## src/rtl/seven_seg_scanner.sv

```systemverilog
// ============================================================================
// seven_seg_scanner
// Multiplexed 4-digit common-anode seven-segment driver for the digital clock.
// Rev 1.0 - initial release
// ============================================================================
`default_nettype none

module seven_seg_scanner #(
   parameter int REFRESH_DIV = 100_000,
   parameter int GUARD       = 16,
   parameter int BLINK_DIV   = 50_000_000
) (
   input  logic       clk,
   input  logic       rst,
   input  logic [3:0] s1,
   input  logic [3:0] s2,
   input  logic [3:0] m1,
   input  logic [3:0] m2,
   input  logic [3:0] h1,
   input  logic [3:0] h2,
   input  logic       pos,
   input  logic       currentMode,
   input  logic       page,
   input  logic       blink_en,
   output logic [3:0] an,
   output logic [6:0] seg,
   output logic       dp
);

   localparam int SW = (REFRESH_DIV > 1) ? $clog2(REFRESH_DIV) : 1;
   localparam int BW = (BLINK_DIV > 1) ? $clog2(BLINK_DIV) : 1;
   localparam logic [SW-1:0] c_slotMax  = SW'(REFRESH_DIV - 1);
   localparam logic [SW-1:0] c_guard    = SW'(GUARD);
   localparam logic [BW-1:0] c_blinkMax = BW'(BLINK_DIV - 1);

   logic [SW-1:0] r_slotCnt;
   logic [1:0]    r_idx;
   logic [BW-1:0] r_blinkCnt;
   logic          r_phase;
   logic [3:0]    r_shS1, r_shS2, r_shM1, r_shM2, r_shH1, r_shH2;
   logic          r_shPage, r_shPos, r_shMode, r_shBlinkEn;

   logic          w_slotWrap;
   logic          w_frameLatch;
   logic          w_blinkWrap;
   logic          w_inGuard;
   logic [3:0]    w_digit;
   logic          w_edited;
   logic          w_blank;
   logic          w_colonLit;

   function automatic logic [6:0] decode(input logic [3:0] d);
      case (d)
         4'd0:    decode = 7'h40;
         4'd1:    decode = 7'h79;
         4'd2:    decode = 7'h24;
         4'd3:    decode = 7'h30;
         4'd4:    decode = 7'h19;
         4'd5:    decode = 7'h12;
         4'd6:    decode = 7'h02;
         4'd7:    decode = 7'h78;
         4'd8:    decode = 7'h00;
         4'd9:    decode = 7'h10;
         default: decode = 7'h3F;
      endcase
   endfunction

   always_comb begin
      w_slotWrap   = (r_slotCnt == c_slotMax);
      w_frameLatch = w_slotWrap && (r_idx == 2'd0);
      w_blinkWrap  = (r_blinkCnt == c_blinkMax);
      w_inGuard    = (r_slotCnt < c_guard);
      w_digit      = 4'd0;
      case (r_idx)
         2'd3: w_digit = r_shPage ? r_shM2 : r_shH2;
         2'd2: w_digit = r_shPage ? r_shM1 : r_shH1;
         2'd1: w_digit = r_shPage ? r_shS2 : r_shM2;
         2'd0: w_digit = r_shPage ? r_shS1 : r_shM1;
         default: w_digit = 4'd0;
      endcase
      // On the seconds page the hours field is off-screen, so pos=1 never blinks.
      w_edited   = r_shPage ? (!r_shPos && r_idx[1]) : (r_shPos == r_idx[1]);
      w_blank    = r_shBlinkEn && !r_phase && w_edited;
      w_colonLit = (r_idx == 2'd2) && (r_shMode || r_phase);
   end

   always_ff @(posedge clk or posedge rst) begin
      if (rst) begin
         r_slotCnt   <= '0;
         r_idx       <= 2'd3;
         r_blinkCnt  <= '0;
         r_phase     <= 1'b1;
         r_shS1      <= 4'd0;
         r_shS2      <= 4'd0;
         r_shM1      <= 4'd0;
         r_shM2      <= 4'd0;
         r_shH1      <= 4'd0;
         r_shH2      <= 4'd0;
         r_shPage    <= 1'b0;
         r_shPos     <= 1'b0;
         r_shMode    <= 1'b0;
         r_shBlinkEn <= 1'b0;
         an          <= 4'b1111;
         seg         <= 7'h7F;
         dp          <= 1'b1;
      end else begin
         r_slotCnt  <= w_slotWrap ? '0 : r_slotCnt + 1'b1;
         if (w_slotWrap)
            r_idx <= r_idx - 2'd1;
         r_blinkCnt <= w_blinkWrap ? '0 : r_blinkCnt + 1'b1;
         if (w_blinkWrap)
            r_phase <= ~r_phase;
         // Shadow capture only at frame boundaries keeps a frame tear-free.
         if (w_frameLatch) begin
            r_shS1      <= s1;
            r_shS2      <= s2;
            r_shM1      <= m1;
            r_shM2      <= m2;
            r_shH1      <= h1;
            r_shH2      <= h2;
            r_shPage    <= page;
            r_shPos     <= pos;
            r_shMode    <= currentMode;
            r_shBlinkEn <= blink_en;
         end
         if (w_inGuard) begin
            an  <= 4'b1111;
            seg <= 7'h7F;
            dp  <= 1'b1;
         end else begin
            an  <= ~(4'b0001 << r_idx);
            seg <= w_blank ? 7'h7F : decode(w_digit);
            dp  <= ~w_colonLit;
         end
      end
   end

endmodule

`default_nettype wire

```

## config.mk

```make
export PLATFORM = sky130hd
export DESIGN_NAME = seven_seg_scanner
export DESIGN_NICKNAME = d
export VERILOG_FILES = /design/src/rtl/seven_seg_scanner.sv
export SDC_FILE = /design/constraint.sdc
export NUM_CORES = 1
export LEC_CHECK = 0
export ABC_CLOCK_PERIOD_IN_PS = 2800
export CAP_MARGIN = 20
export CORE_MARGIN = 2
export CORE_UTILIZATION = 50
export CTS_CLUSTER_SIZE = 8
export DETAILED_ROUTE_END_ITERATION = 7
export PLACE_DENSITY_LB_ADDON = 0.12
export SLEW_MARGIN = 15
export SYNTH_ARGS = -nofsm -noshare
export SYNTH_HDL_FRONTEND = slang
export SYNTH_SLANG_ARGS = --single-unit
```

## constraint.sdc

```tcl
create_clock -name clk -period 2.8 [get_ports clk]
set_input_delay 0.28 -clock clk [delete_from_list [all_inputs] [get_ports clk]]
set_output_delay 0.28 -clock clk [all_outputs]
set_load 0.01 [all_outputs]
```

Word level (Yosys, flattened, before mapping)
Memory sizes are Yosys's and may differ from the RTL's. Index checks and enable logic that the tools add are counted.

Bits in registers: 86. ROM bits: 112. Input port bits: 30. Word-level logic and storage cells: 53. Memories kept: 1.

$add $sub $neg: 3. Order comparisons: 1. Eq/ne operators: 6. Shift-type cells: 1. Mux-type cells: 12. Bitwise logic cells: 3. Reduce and logical (&&, ||, !) cells: 9.

Memories: (no name shown) (words 16, width 7, rd ports 1, clocked after memory_dff 0, write ports 0, line 53) `case (d)`.

Operators by type and width (number): adder 26 x 1 -> 26 bit (second input constant) (1); == test 26 bit (second input constant) (1); two-way mux 26 bit (1); two-way mux 4 bit (5); adder 17 x 1 -> 17 bit (second input constant) (1); == test 17 bit (second input constant) (1); < comparator 17 x 5 -> 1 bit (second input constant) (1); two-way mux 17 bit (1); one-hot mux 4 bit (4 select lines) (1); two-way mux 7 bit (2); logical AND 1 bit (5); == test 2 bit (second input constant) (2); NOT 4 bit (1); left shift 1 x 2 -> 4 bit (first input constant) (1); == test 2 x 1 -> 1 bit (second input constant) (1); logical NOT 1 bit (2); logical NOT 2 bit (1); two-way mux 1 bit (2); NOT 1 bit (2); subtractor 2 x 1 -> 2 bit (second input constant) (1); == test 1 bit (1); logical OR 1 bit (1).

Logic depth before layout (Yosys ltp)
Gate-level depths: netlist of the first run.

Depth after elaboration: 6. Mapped depth: 11.

Least setup slack after synthesis of the first run
OpenSTA, ideal clock, no wires.

Path type: register to register. From: reg r_idx[0]. To: reg seg[3]. Library setup time: 0.093 ns. Data arrival time: 2.289 ns. Required time: 2.707 ns. Setup slack: 0.418 ns. Stages on the path, launching flop included: 11. Path buffers: 1. Clock period less this slack: 2.382 ns. Cells stage by stage: dfstp_2 -> ha_1 -> clkbuf_1 -> a22oi_1 -> a21o_1 -> a22oi_1 -> inv_1 -> ha_1 -> inv_1 -> o21ai_0 -> o211ai_1.

Cells in the longest elaborated chain, start to end: 5. Elaborated cells between the ends (all ways): 8.

RTL lines: start, declared (line 37) `logic [1:0] r_idx;`; start signal, assigned (line 109) `r_idx <= r_idx - 2'd1;`; == test 2 x 1 -> 1 bit, or another cell as far along (line 74) `case (r_idx)`; one-hot mux 4 bit (4 select lines) (*) (line 74); memory read (16 x 7 bit) (*); two-way mux 7 bit (*) (line 132) `seg <= w_blank ? 7'h7F : decode(w_digit);`; two-way mux 7 bit (*) (line 126) `if (w_inGuard) begin`; end signal, assigned (line 132); end, declared (line 26) `output logic [6:0] seg,`.

Every way passes the cells marked *; elsewhere a longest branch is shown, timed or not. A chain may end at the register's enable or synchronous reset.

Worst setup path after layout of the first run
From: reg r_idx[1]. To: reg seg[3].

Cells in the longest elaborated chain, start to end: 5. Elaborated cells between the ends (all ways): 12.

RTL lines (line): == test 2 x 1 -> 1 bit, or another cell as far along (74); one-hot mux 4 bit (4 select lines) or two-way mux 1 bit (tied branches) (74, 82); memory read (16 x 7 bit) or logical AND 1 bit (tied branches); two-way mux 7 bit (*) (132); two-way mux 7 bit (*) (126).

Marked as above.

==> results of run 1 <==
## logic make-up (layout without fill, tap and decap cells)
logic type      after synthesis  count (layout)  share of synthesized area, %
mux                          39              39                          12.0
flops                        86              86                          51.9
simple gates                121             121                          15.9
xor+xnor                     37              37                          7.74
fa+ha+maj                    12              12                          3.59
buf+inv                      20              71                          2.33
compound gates               40              40                          6.52
## metrics by stage
stage               area [µm²]  hold slack, ns  cells  setup WS [ns]  util (%)
floorplan                 4190           0.409    355          0.323         -
global placement          4720           0.452    495          0.301      57.7
detailed placement        4720           0.428    495          0.111      57.7
CTS                       4950           0.326    511         0.0955      60.5
global route              4950           0.355    511         0.0141      60.6
finish                    4950           0.310    511          0.295      60.6
## worst max-delay path by stage
stage	start	end	slack (ns)	depth (start not counted)
after global routing	r_idx[0]$_DFFE_PP1N_	seg[3]$_DFF_PP1_	0.01	9
after CTS	r_idx[0]$_DFFE_PP1N_	seg[3]$_DFF_PP1_	0.1	9
final	r_idx[1]$_DFFE_PP1N_	seg[3]$_DFF_PP1_	0.30	9
after floorplan	rst	r_blinkCnt[0]$_DFF_PP0_	0.32	1
after global placement	r_idx[0]$_DFFE_PP1N_	seg[3]$_DFF_PP1_	0.30	9
after detailed placement	r_idx[0]$_DFFE_PP1N_	seg[3]$_DFF_PP1_	0.11	9
## cells in the mapped netlist, types with 2 or more instances
master	count	area share, %
mux2i_1	8	1.9
a21o_1	4	0.72
nor2_1	30	2.7
o21ai_0	8	0.96
buf_6	2	0.54
xor2_1	19	4.0
nand4_1	14	2.1
nor2b_1	4	0.60
ha_1	12	3.6
or2_2	2	0.30
nand3b_1	2	0.36
buf_2	3	0.36
xnor2_1	18	3.8
a22oi_1	7	1.3
nand2_1	20	1.8
dfstp_2	15	9.4
o211ai_1	3	0.54
nor3_1	4	0.48
mux2_2	11	3.0
and3_1	5	0.75
nor4_1	5	0.75
a21oi_1	6	0.72
a221oi_1	4	0.84
and2_1	4	0.60
a211oi_1	2	0.36
dfrtp_1	71	42
and4_1	4	0.84
clkbuf_1	5	0.45
nor4_2	2	0.60
mux2_4	20	7.2
inv_1	9	0.81
o31a_1	2	0.42
nand3_1	18	2.2
## layer usage
metal / up-vias / wire length [µm] / GRT usage, % / share of wire (%)
li1: 1353 / - / - / -
met1: 1383 / 3820 / 27.2 / 51
met3: 8 / 242 / 3.79 / 3.2
met2: 43 / 3390 / 26.8 / 45
met4: 0 / 114 / 7.14 / 1.5
met5: - / 0 / 0 / 0
## state kept, by name, indices dropped and copies added (netlist names)
signal / count
r_shH2: 4
r_shBlinkEn: 1
r_shS1: 4
r_shS2: 4
r_shPos: 1
r_blinkCnt: 26
dp: 1
r_slotCnt: 17
r_shH1: 4
seg: 7
r_phase: 1
r_shM1: 4
r_idx: 2
r_shM2: 4
r_shPage: 1
r_shMode: 1
an: 4
## worst register-to-register path: stages, from the launching register on
cell and delay, ns:
dfstp_2 0.58, ha_1 0.34, a22oi_1 0.14, a21o_1 0.20
a22oi_1 0.42, inv_1 0.13, ha_1 0.32, inv_1 0.03
o21ai_0 0.16, o211ai_1 0.10
## layout make-up
class / instances / area (µm²) / share of cell area (%)
clock buffer: 10 / 138 / 2.78
clock inverter: 6 / 92.6 / 1.87
inverter: 9 / 35.0 / 0.708
multi-input combinational: 249 / 1920 / 38.8
sequential: 86 / 2170 / 43.8
tap: 105 / 131 / 2.65
timing repair buffer: 46 / 460 / 9.30
## power by group
group	switching [mW]	internal (mW)	total [mW]
registers	0.0220	1.28	1.30
logic	0.0781	0.109	0.187
clock network	0.462	0.533	0.995
total	0.562	1.92	2.49
==> flow_summary_export.csv, run 1 <==
group,metric,value,unit
worst_setup_path,cp.required,3.08,ns
final_layout,nFillCells,666,
sta,fmax,0.399,GHz
worst_setup_path,critPathSlowestCell,"dfstp_2",
routing,viasPerCell,5.45,
worst_setup_path,cp-start-kind,"register",
synthesis,avgSynthCellArea,11.8,µm²
clocking,clk_pin_slew_worst_paths,0.10,ns
floorplan,die_w,95.5,µm
worst_setup_path,cpLargestDelayFamily,"compound AO/OA/AOI/OAI gates",
synthesis,synth_seq_area_share,51.9,%
sta,hold_viol,0,
routing,antenna_left,0,
global_route,grt_pass1_vias,2697,
final_layout,antennaDiodeCount,0,
worst_setup_path,cp_max_fo,8,
synthesis,ys_types,45,
pwr,ir_drop,290,µV
floorplan,dieArea,0.00912,mm²
sta,setup_tns,0,ns
hold_path,hp-class,"in -> async",
routing,drcViolationCount,0,
synthesis,synth_edf_count,0,
routing,dr.pass1.iters,4,
global_route,grt_max_degree,48,
run,max_cap_viol_count,0,
worst_setup_path,cp-end-kind,"register",
routing,drt_wl_total,7.57,mm
global_route,antenna_found_initial,0,
floorplan,io_pins,42,
global_route,track_usage,18.5,%
floorplan,die_h,95.5,µm
synthesis,synth_nets,397,
sta,maxSlewViolCount,0,
clocking,cts_max_level,3,
worst_setup_path,rr_endpoint,"seg[3]$_DFF_PP1_",
final_layout,layout-drive-gt1-share,19.0,%
synthesis,netlist_instances,355,
final_layout,final_common_cell,"dfrtp_1",
synthesis,synth_seq_cells,86,
sta,grt_setup_unrepaired,"no",
sta,relSlewSlack,47.3,%
clocking,clock_path_buffers,2,
routing,dr_total_vias,2787,
synthesis,async_flop_share,100,%
placed_design,hpwl,5.36,mm
sta,setup_viol,0,
worst_setup_path,worstPathCellList,"ha_1, a22oi_1, a21o_1, a22oi_1, inv_1, ha_1, inv_1, o21ai_0, o211ai_1",
clocking,cts_resized,0,
worst_setup_path,r2r_cells,9,
clocking,cts-hold-fix-buffers,0,
worst_setup_path,slowest_delay,0.58,ns
clocking,cts_tree,"done",
synthesis,synth_ff_type,"dfrtp_1",
placed_design,port_buffers,41,
worst_setup_path,cp_num_buf_inv,2,
final_layout,area_delta_synth_final,18.3,%
routing,wl_per_cell,14.8,µm
clocking,worstSkewPairLatency,0.36,ns
worst_setup_path,worstPathArrival,2.78,ns
sta,min_period_over_period,89.5,%
floorplan,coreArea,0.00818,mm²
run_status,status,"finished clean",
placed_design,gp_congestion,0.797,
pwr,p_leak,2.21,nW
final_layout,layout_common_cells,"dfrtp_1 (71), clkdlybuf4s50_1 (41), nor2_1 (30)",
clocking,postCtsSetupRepairBufs,0,
pwr,powerDensity,502,mW/mm²
sta,period_needed,2.50,ns
clocking,cts_sinks,86,
global_route,grt.overflow.total,0,
floorplan,initial_core_util,51.2,%
worst_setup_path,worstSetupPathType,"reg -> reg",
worst_setup_path,timing.rr.start,"r_idx[1]$_DFFE_PP1N_",
floorplan,fp-row-count,33,
sta,fin_worst_skew,0.0153,ns
pwr,finalPower,2.49,mW
clocking,numCtsBuffers,9,
sta,tightest_slew,0.784,ns
synthesis,synth_warnings,0,
synthesis,netlist_area,0.00419,mm²
final_layout,nets,443,
global_route,grt_pass1_wl,13.0,mm
worst_setup_path,r2r_setup_slack,0.30,ns
routing,drt_iter0_markers,83,
clocking,cts_root_buffer,"clkbuf_8",
(Power assumes the default switching activity.)
==> inputs of run 2 (changes only) <==
- CELL_PAD_IN_SITES_DETAIL_PLACEMENT: not set -> 1
- CELL_PAD_IN_SITES_GLOBAL_PLACEMENT: not set -> 2
- CORE_UTILIZATION: 50 -> 38
==> run 2 against run 1 <==
  * Core utilization decreased by 14 points
  * Critical path depth unchanged
  * Non-clock buffer count increased by 5
  * Largest cell class unchanged
==> flow_summary_export.csv, run 2 (synthesized netlist as in run 1, its figures left out) <==
group,metric,value,unit
clocking,clk_pin_slew_worst_paths,0.09,ns
routing,viasPerCell,5.00,
global_route,grt_pass1_vias,2962,
pwr,p_leak,2.21,nW
sta,hold_viol,0,
pwr,p_seq_share,56.3,%
worst_setup_path,cp-start-kind,"register",
pwr,ir_drop,281,µV
clocking,cts-hold-fix-buffers,0,
final_layout,layout-drive-gt1-share,19.5,%
clocking,numCtsBuffers,9,
routing,drt_wl_total,8.89,mm
worst_setup_path,rr_endpoint,"seg[3]$_DFF_PP1_",
clocking,cts_max_level,3,
sta,min_period_over_period,88.2,%
worst_setup_path,r2r_cells,9,
floorplan,initial_core_util,38.8,%
floorplan,dieArea,0.0119,mm²
worst_setup_path,worstSetupPathType,"reg -> reg",
final_layout,regArea,0.00217,mm²
worst_setup_path,timing.rr.start,"r_idx[0]$_DFFE_PP1N_",
final_layout,area_delta_synth_final,18.8,%
sta,fin_hold_ws,0.221,ns
global_route,grt_max_degree,44,
global_route,antenna_found_initial,0,
clocking,worstSkewPairLatency,0.36,ns
floorplan,coreArea,0.0108,mm²
routing,dr_total_vias,2755,
final_layout,largest_register_ffs,26,
global_route,track_usage,16.4,%
worst_setup_path,crit_path_end,"seg[3]$_DFF_PP1_",
sta,fin_worst_skew,0.0109,ns
clocking,cts_root_buffer,"clkbuf_8",
run,max_cap_viol_count,0,
routing,drt_iter0_markers,97,
routing,wl_per_cell,16.1,µm
worst_setup_path,slowest_delay,0.57,ns
clocking,cts_resized,0,
worst_setup_path,worstPathCellList,"ha_1, a22oi_1, a21o_1, a22oi_1, inv_1, ha_1, inv_1, o21ai_0, o211ai_1",
pwr,pwr-share-clk,35.3,%
sta,relSlewSlack,51.3,%
placed_design,port_buffers,41,
final_layout,final_common_cell,"dfrtp_1",
final_layout,nFillCells,1148,
sta,tightest_slew,0.731,ns
sta,setup_tns,0,ns
sta,setup_viol,0,
final_layout,regMostFlops,"r_blinkCnt",
clocking,cts_sinks,86,
floorplan,die_h,109,µm
worst_setup_path,worstPathArrival,2.75,ns
worst_setup_path,cp_max_fo,9,
clocking,postCtsSetupRepairBufs,0,
worst_setup_path,critPathSlowestCell,"dfstp_2",
final_layout,top_regs,"r_blinkCnt: 26 flops, r_slotCnt: 17 flops, seg: 7 flops",
floorplan,die_w,109,µm
final_layout,layout_common_cells,"dfrtp_1 (71), clkdlybuf4s50_1 (41), nor2_1 (30)",
worst_setup_path,cp-end-kind,"register",
sta,period_needed,2.47,ns
pwr,comb_power_share,8.4,%
clocking,cts_tree,"done",
worst_setup_path,cp.required,3.08,ns
pwr,internal_power,1.74,mW
sta,maxSlewViolCount,0,
worst_setup_path,r2r_setup_slack,0.33,ns
global_route,grt.overflow.total,0,
floorplan,fp-row-count,38,
sta,fmax,0.405,GHz
placed_design,hpwl,6.36,mm
hold_path,hp-class,"in -> async",
pwr,finalPower,2.32,mW
pwr,switchingPower,575,µW
routing,dr.pass1.iters,4,
routing,drcViolationCount,0,
run_status,status,"finished clean",
pwr,powerDensity,466,mW/mm²
pwr,power.share.switching,24.8,%
floorplan,io_pins,42,
final_layout,multi_input_area,0.00192,mm²
worst_setup_path,startpoint,"r_idx[0]$_DFFE_PP1N_",
final_layout,nets,448,
routing,antenna_left,0,
sta,grt_setup_unrepaired,"no",
global_route,grt_pass1_wl,15.1,mm
final_layout,antennaDiodeCount,0,
clocking,clock_path_buffers,2,
placed_design,gp_congestion,0.740,
## run 2: changes by cell type in the layout (fill, tap and decap cells not counted), sizes merged
cell	delta
buf	+5
bufinv	-2
clkinv	+2
clkbuf	+1
inv	-1
## run 2: worst max-delay path, delay by kind of cell (launching register included)
kind                       cells  cell delay, ns
AOI/OAI and AO/OA              5            1.02
adders and majority gates      2            0.66
DFF                            1            0.57
buffers and inverters          2            0.13
## run 2: final cells by class
| cell class | count | area share [%] |
|---|---|---|
| Timing Repair Buffer | 51 | 10.0 |
| Clock inverter | 5 | 0.679 |
| Multi-Input combinational cell | 249 | 38.6 |
| Inverter | 9 | 0.705 |
| Sequential cell | 86 | 43.7 |
| Tap cell | 140 | 3.52 |
| Clock buffer | 11 | 2.84 |
## run 2: how the worst min path moves through the flow
stage	start	end	slack, ns	depth (start not counted)
after floorplan	r_shMode$_DFFE_PP0P_	dp$_DFF_PP1_	0.41	1
after global placement	r_shMode$_DFFE_PP0P_	dp$_DFF_PP1_	0.43	1
after detailed placement	r_shMode$_DFFE_PP0P_	dp$_DFF_PP1_	0.46	1
after CTS	rst	r_blinkCnt[13]$_DFF_PP0_	0.23	2
after global routing	rst	r_blinkCnt[13]$_DFF_PP0_	0.27	2
final	rst	r_blinkCnt[13]$_DFF_PP0_	0.22	2
## run 2: layer usage
metal | wire [µm] | GRT usage (%)
met1 | 4560 | 23.8
met2 | 4020 | 24.7
met3 | 193 | 2.45
met4 | 118 | 6.32
met5 | 0 | 0
## run 2: power by group through the flow
stage	Clock [mW]	Combinational (mW)	Sequential [mW]
after floorplan	0	0.0986	1.33
after global placement	0	0.196	1.33
after detailed placement	0	0.199	1.33
after CTS	0.850	0.201	1.30
after global routing	0.896	0.217	1.31
final	0.818	0.195	1.30
## run 2: stage by stage
stage / setup slack [ns] / area (µm²) / instances / utilization [%]
after floorplan: 0.323 / 4190 / 355 / -
after global placement: 0.449 / 4800 / 535 / 44.4
after detailed placement: 0.327 / 4800 / 535 / 44.4
after CTS: 0.321 / 4970 / 551 / 46.1
after global routing: 0.138 / 4970 / 551 / 46.1
final: 0.329 / 4970 / 551 / 46.1
==> edit 1, RTL diff (config.mk and constraints of run 1) <==
Put one more register stage on the output `seg`, with the module's reset. The value now appears one clock later. The other outputs are not delayed to match.
--- a/src/rtl/seven_seg_scanner.sv
+++ b/src/rtl/seven_seg_scanner.sv
@@ -33,4 +33,6 @@
    localparam logic [SW-1:0] c_guard    = SW'(GUARD);
    localparam logic [BW-1:0] c_blinkMax = BW'(BLINK_DIV - 1);
+
+   logic [6:0] seg_s0;
 
    logic [SW-1:0] r_slotCnt;
@@ -102,5 +104,5 @@
          r_shBlinkEn <= 1'b0;
          an          <= 4'b1111;
-         seg         <= 7'h7F;
+         seg_s0      <= 7'h7F;
          dp          <= 1'b1;
       end else begin
@@ -126,11 +128,19 @@
          if (w_inGuard) begin
             an  <= 4'b1111;
-            seg <= 7'h7F;
+            seg_s0 <= 7'h7F;
             dp  <= 1'b1;
          end else begin
             an  <= ~(4'b0001 << r_idx);
-            seg <= w_blank ? 7'h7F : decode(w_digit);
+            seg_s0 <= w_blank ? 7'h7F : decode(w_digit);
             dp  <= ~w_colonLit;
          end
+      end
+   end
+
+   always_ff @(posedge clk or posedge rst) begin
+      if (rst) begin
+         seg <= '0;
+      end else begin
+         seg <= seg_s0;
       end
    end
Formal check against the unedited RTL: not equivalent (a bounded check fails within 4 cycles, from zero or initial values and one cycle with rst high).
==> edit 1 against run 1 <==
Die area up 4.6%; routed wire length rose by 4.4%; total power grew 12%; utilization decreased by 0.48 points; area after synthesis grew 4.8%; global-route usage is 0.36 points lower; clock skew decreased by 0.0043 ns; design area increased by 4.3%; sequential cell count grew 7; setup slack worse by 0.0026 ns; combinational power increased by 2%.
==> edit 1: results (changes against run 1) <==
| Metric | Value |
|---|---|
| Cts hold-fix bufs | 0 (unchanged) |
| H-Tree Depth | 3 (unchanged) |
| Yosys Warn Count | 0 (unchanged) |
| Placed cell areas | 4890 µm² (+3.8%) |
| Global-route wire length before repair | 13900 µm (+7.2%) |
| Diodes inserted | 0 (unchanged) |
| Clk_lat worst skew | 0.36 ns (about the same) |
| Largest stage delay, worst path | 0.58 ns (about the same) |
| Routed len/inst | 15.1 µm (+1.8%) |
| Sequential area share after synthesis | 53.5% (+1.6 points) |
| Post-route insts no fill | 524 (+2.5%) |
| I/O Buffers | 41 (unchanged) |
| Syn Nets | 410 (+3.3%) |
| Post-Route Skew | 0.0109 ns (-0.00434 ns) |
| Leakage | 0.00228 µW (+3.4%) |
| Cell with the most instances after synthesis | dfrtp_1 |
| Fin nets | 453 (+2.3%) |
| Global Route Usage Sum | 18.1% (-0.36 points) |
| DP Wirelength | 5480 µm (+2.4%) |
| Relative slew slack | 51.4% (+4.1 points) |
| Maximum VDD drop | 0.000308 V (+6.2%) |
| CP Data Arrival Time | 2.79 ns (about the same) |
| Largest cells by area after synthesis | dfrtp_1 (44%), dfstp_2 (9.0%), mux2_4 (6.8%), xnor2_1 (5.0%), ha_1 (3.4%) |
| Clk root buf | clkbuf_8 |
| Total CTS buffers | 9 (unchanged) |
| Pwr Density | 539 nW/µm² (+7.3%) |
| Worst Hold Class | input port to asynchronous set/reset pin |
| Ys async rst share | 100% (unchanged) |
| Routed vias | 2855 (+2.4%) |
| CP max-delay cell | dfstp_2 |
| Pin count of the biggest net entering global routing | 53 (+10%) |
| Global placement routability congestion | 0.796 (-0.14%) |
| Most frequent cells after synthesis | dfrtp_1 (78), nor2_1 (33), xnor2_1 (25) |
| Initial DRC Count | 117 (+41%) |
| Post-synthesis instance total | 368 (+3.7%) |
| Share of cells above drive strength 1 | 18.0% (-0.94 points) |
| Inst Count DP | 508 (+2.6%) |
| Post-synth cell types | 47 (+4.4%) |
| Internal Power | 2190 µW (+14%) |
| Top Registers | r_blinkCnt (26), r_slotCnt (17) |
| Status | finished, final reports clean |
## edit 1: changes by cell type after synthesis, moves of 4 or more
cell     delta
dfrtp_1     +7
xnor2_1     +7
inv_1       +4
nor4_1      +4
xor2_1      -4
## edit 1: area by class of cell
cell class / count / area, µm²
fillers: 697 / 3430
flip-flops and latches: 93 / 2350
multi-input cells: 250 / 1920
repair buffers: 44 / 445
clock inverters: 7 / 145
well taps: 108 / 135
clock buffers: 9 / 124
inverters: 13 / 50.0
## edit 1: final timing paths
kind	cells after the start	endpoint	startpoint	slack, ns
worst max-delay path	9	seg_s0[3]	r_idx[1]	0.29
worst min-delay path	2	r_blinkCnt[20]	rst	0.31
worst max register to register	9	seg_s0[3]	r_idx[1]	0.29
worst min register to register	0	seg[4]	seg_s0[4]	0.39
max in group asynchronous	3	an[1]	rst	1.74
min in group clk	0	seg[4]	seg_s0[4]	0.39
## edit 1: power by group through the flow
stage	registers (µW)	logic (µW)	clock network [µW]
floorplan	1440	102	0
global route	1430	211	1250
detailed placement	1450	193	0
global placement	1450	188	0
CTS	1420	193	1200
finish	1420	191	1170
## edit 1: layer usage
metal | part of all wire, % | track usage (%) | wire (µm)
met2 | 46 | 27.0 | 3640
met3 | 3.0 | 3.31 | 235
met4 | 1.3 | 6.52 | 100
met1 | 50 | 26.6 | 3930
met5 | 0 | 0 | 0
## edit 1: cell families after synthesis
family	synth area share, %
and+or+nand+nor	15.0
AOI/OAI and AO/OA	6.05
DFF	53.5
muxes	11.3
buffers and inverters	2.82
adders and majority gates	3.42
xor gates and xnor gates	7.99
## edit 1: stage by stage
| stage | hold WS, ns | setup slack, ns | util, % |
|---|---|---|---|
| after floorplan | 0.379 | 0.125 | - |
| after global placement | 0.380 | 0.459 | 56.9 |
| after detailed placement | 0.381 | 0.332 | 56.9 |
| after CTS | 0.337 | 0.319 | 60.1 |
| after global routing | 0.385 | 0.0367 | 60.1 |
| final | 0.314 | 0.293 | 60.1 |
## edit 1: worst max-delay path: cells and delay by family, from the launching register on
kind            cells  cell delay [ns]
compound gates      5             1.02
fa+ha+maj           2             0.66
flops               1             0.58
buf+inv             2             0.17
==> edit 2, RTL diff (flow settings as in run 1) <==
Without the edit above. Change the parameter `BLINK_DIV` from 50_000_000 to 200_000_000.
--- a/src/rtl/seven_seg_scanner.sv
+++ b/src/rtl/seven_seg_scanner.sv
@@ -9,5 +9,5 @@
    parameter int REFRESH_DIV = 100_000,
    parameter int GUARD       = 16,
-   parameter int BLINK_DIV   = 50_000_000
+   parameter int BLINK_DIV   = 200_000_000
 ) (
    input  logic       clk,
Function: no difference found for any inputs over 10 cycles, from zero or initial values and one cycle with rst high; that may be too few to reach the edited logic, so the function may still have changed.
==> edit 2 against run 1 <==
Routed wire length grew 8.2%; design area grew 2.3%; critical path depth shrank 2; setup slack gained 0.078 ns; global-route usage grew 0.93 points; total power grew 4.5%; area after synthesis grew 2.4%; sequential cell count grew 2; critical endpoint is now seg[0]; highest routed layer unchanged.
==> edit 2: results (changes against run 1) <==
| Metric | Value |
|---|---|
| H-Tree Depth | 3 (unchanged) |
| Filler cells | 685 (+2.9%) |
| Max Cap Viol | 0 (unchanged) |
| Share of cells above drive strength 1 | 16.2% (-2.7 points) |
| Clk_lat worst skew | 0.35 ns |
| DP Wirelength | 5880 µm (+9.7%) |
| Clock Path Buffers | 2 (unchanged) |
| Fin nets | 468 (+5.6%) |
| Maximum VDD drop | 0.000253 V (-13%) |
| Global-route wire length before repair | 13800 µm (+6.4%) |
| Largest stage delay, worst path | between 0.5 and 0.6 ns |
| GR Util met2 | 30.0% (+3.3 points) |
| CP Data Arrival Time | 2.70 ns (-0.08 ns) |
| Final wirelength | 8190 µm (+8.2%) |
| Diodes inserted | 0 (unchanged) |
| Worst-path fanout max | 6 (-2) |
| Leakage | 0.00219 µW (-0.68%) |
| Top Family by Delay on Critical Path | compound AO/OA/AOI/OAI gates |
| Tightest Pin Transition | 0.632 ns (-0.152 ns) |
| Yosys Warn Count | 0 (unchanged) |
| Sequential area share after synthesis | 51.8% (about the same) |
| Most frequent cells after synthesis | dfrtp_1 (73), nor2_1 (35), xnor2_1 (30) |
| Setup TNS | 0 ns (unchanged) |
| Status | finished, final reports clean |
| Worst-path clk slew | 0.09 ns |
| Drt first pass iters | 4 (unchanged) |
| Global Route Usage Sum | 19.4% (+0.93 points) |
| Setup bufs post-CTS | 0 (unchanged) |
| Routed vias | 2903 (+4.2%) |
| Top Registers | r_blinkCnt (28), r_slotCnt (17), seg (7) |
| Worst Hold Class | input port to asynchronous set/reset pin |
| Global placement routability congestion | 0.854 (+7.1%) |
| Initial DRC Count | 88 (+6.0%) |
| Post-CTS resize count | 0 (unchanged) |
| Ys async rst share | 100% (unchanged) |
| Met1 usage in global routing | 27.3% (+0.070 points) |
| Post-Route Skew | 0.0121 ns (-0.00320 ns) |
| I/O Buffers | 41 (unchanged) |
| Largest cells by area after synthesis | dfrtp_1 (43%), dfstp_2 (9.2%), mux2_4 (7.0%), xnor2_1 (6.1%), ha_1 (3.5%) |
| WS Path Type | register to register |
| Post-synth cell types | 48 (+6.7%) |
| Reg2Reg Launch Point | r_idx[0] |
| Total CTS buffers | 9 (unchanged) |
| Clk root buf | clkbuf_8 |
| Initial antenna violation count | 0 (unchanged) |
| Syn Nets | 423 (+6.5%) |
| Met3 Resource Use GR | 3.49% (-0.30 points) |
| Pin count of the biggest net entering global routing | 89 (+85%) |
edit 2: cell count changes after synthesis, sizes merged, moves of 3 or more:
cell,delta
a21oi,+3
nor3,+9
nand4,-9
nand2,+7
xor2,-9
nor2,+6
and2,-3
xnor2,+12
a22o,+3
inv,+9
edit 2: path summary, 6_finish.rpt:
check	end	slack, ns	cells after the start
max	seg[0]	0.37	7
min	r_slotCnt[12]	0.33	3
max reg2reg	seg[0]	0.37	7
min reg2reg	r_blinkCnt[0]	0.49	1
max in group asynchronous	r_idx[1]	2.07	3
min in group clk	r_blinkCnt[0]	0.49	1
edit 2: power by group:
| part | internal, µW | total [µW] | leakage (µW) | switching (µW) |
|---|---|---|---|---|
| clock network | 622 | 1070 | 0.000123 | 451 |
| logic | 109 | 192 | 0.000986 | 82.6 |
| registers | 1310 | 1330 | 0.00108 | 22.7 |
| total | 2040 | 2600 | 0.00219 | 556 |
edit 2: tightest hold or removal path, stage by stage:
cell and delay [ns]:
clkdlybuf4s50_1 0.42, clkinv_2 0.07, buf_12 0.35
edit 2: routing by layer:
layer	share of wire, %	vias to the layer above
met5	0	-
met4	1.0	0
met3	2.6	8
met2	47	40
met1	49	1434
li1	-	1421
edit 2: final cells by class:
class                      count  area share [%]
inverter                      18            1.36
clock buffer                  10            2.72
multi-input combinational    264            38.3
sequential                    88            43.9
tap                          105            2.59
clock inverter                 6            2.27
timing repair buffer          45            8.94
edit 2: per-stage QoR:
| step | std cells | area [µm²] | total power [µW] | util (%) | worst slack [ns] |
|---|---|---|---|---|---|
| final | 536 | 5060 | 2600 | 61.3 | 0.373 |
| after global routing | 536 | 5060 | 2720 | 61.3 | 0.163 |
| after CTS | 536 | 5060 | 2630 | 61.3 | 0.392 |
| after detailed placement | 520 | 4810 | 1550 | 58.3 | 0.408 |
| after global placement | 520 | 4810 | 1550 | 58.3 | 0.507 |
| after floorplan | 381 | 4290 | 1450 | - | 0.266 |
edit 2: cells by family (layout without fill, tap and decap cells):
| group | Yosys count | count (layout) | share of synthesized area (%) |
|---|---|---|---|
| and+or+nand+nor | 130 | 130 | 15.1 |
| DFF | 88 | 88 | 51.8 |
| AOI/OAI and AO/OA | 46 | 46 | 7.33 |
| xor gates and xnor gates | 40 | 40 | 8.17 |
| muxes | 36 | 36 | 11.0 |
| buffers and inverters | 29 | 79 | 3.01 |
| adders and majority gates | 12 | 12 | 3.50 |
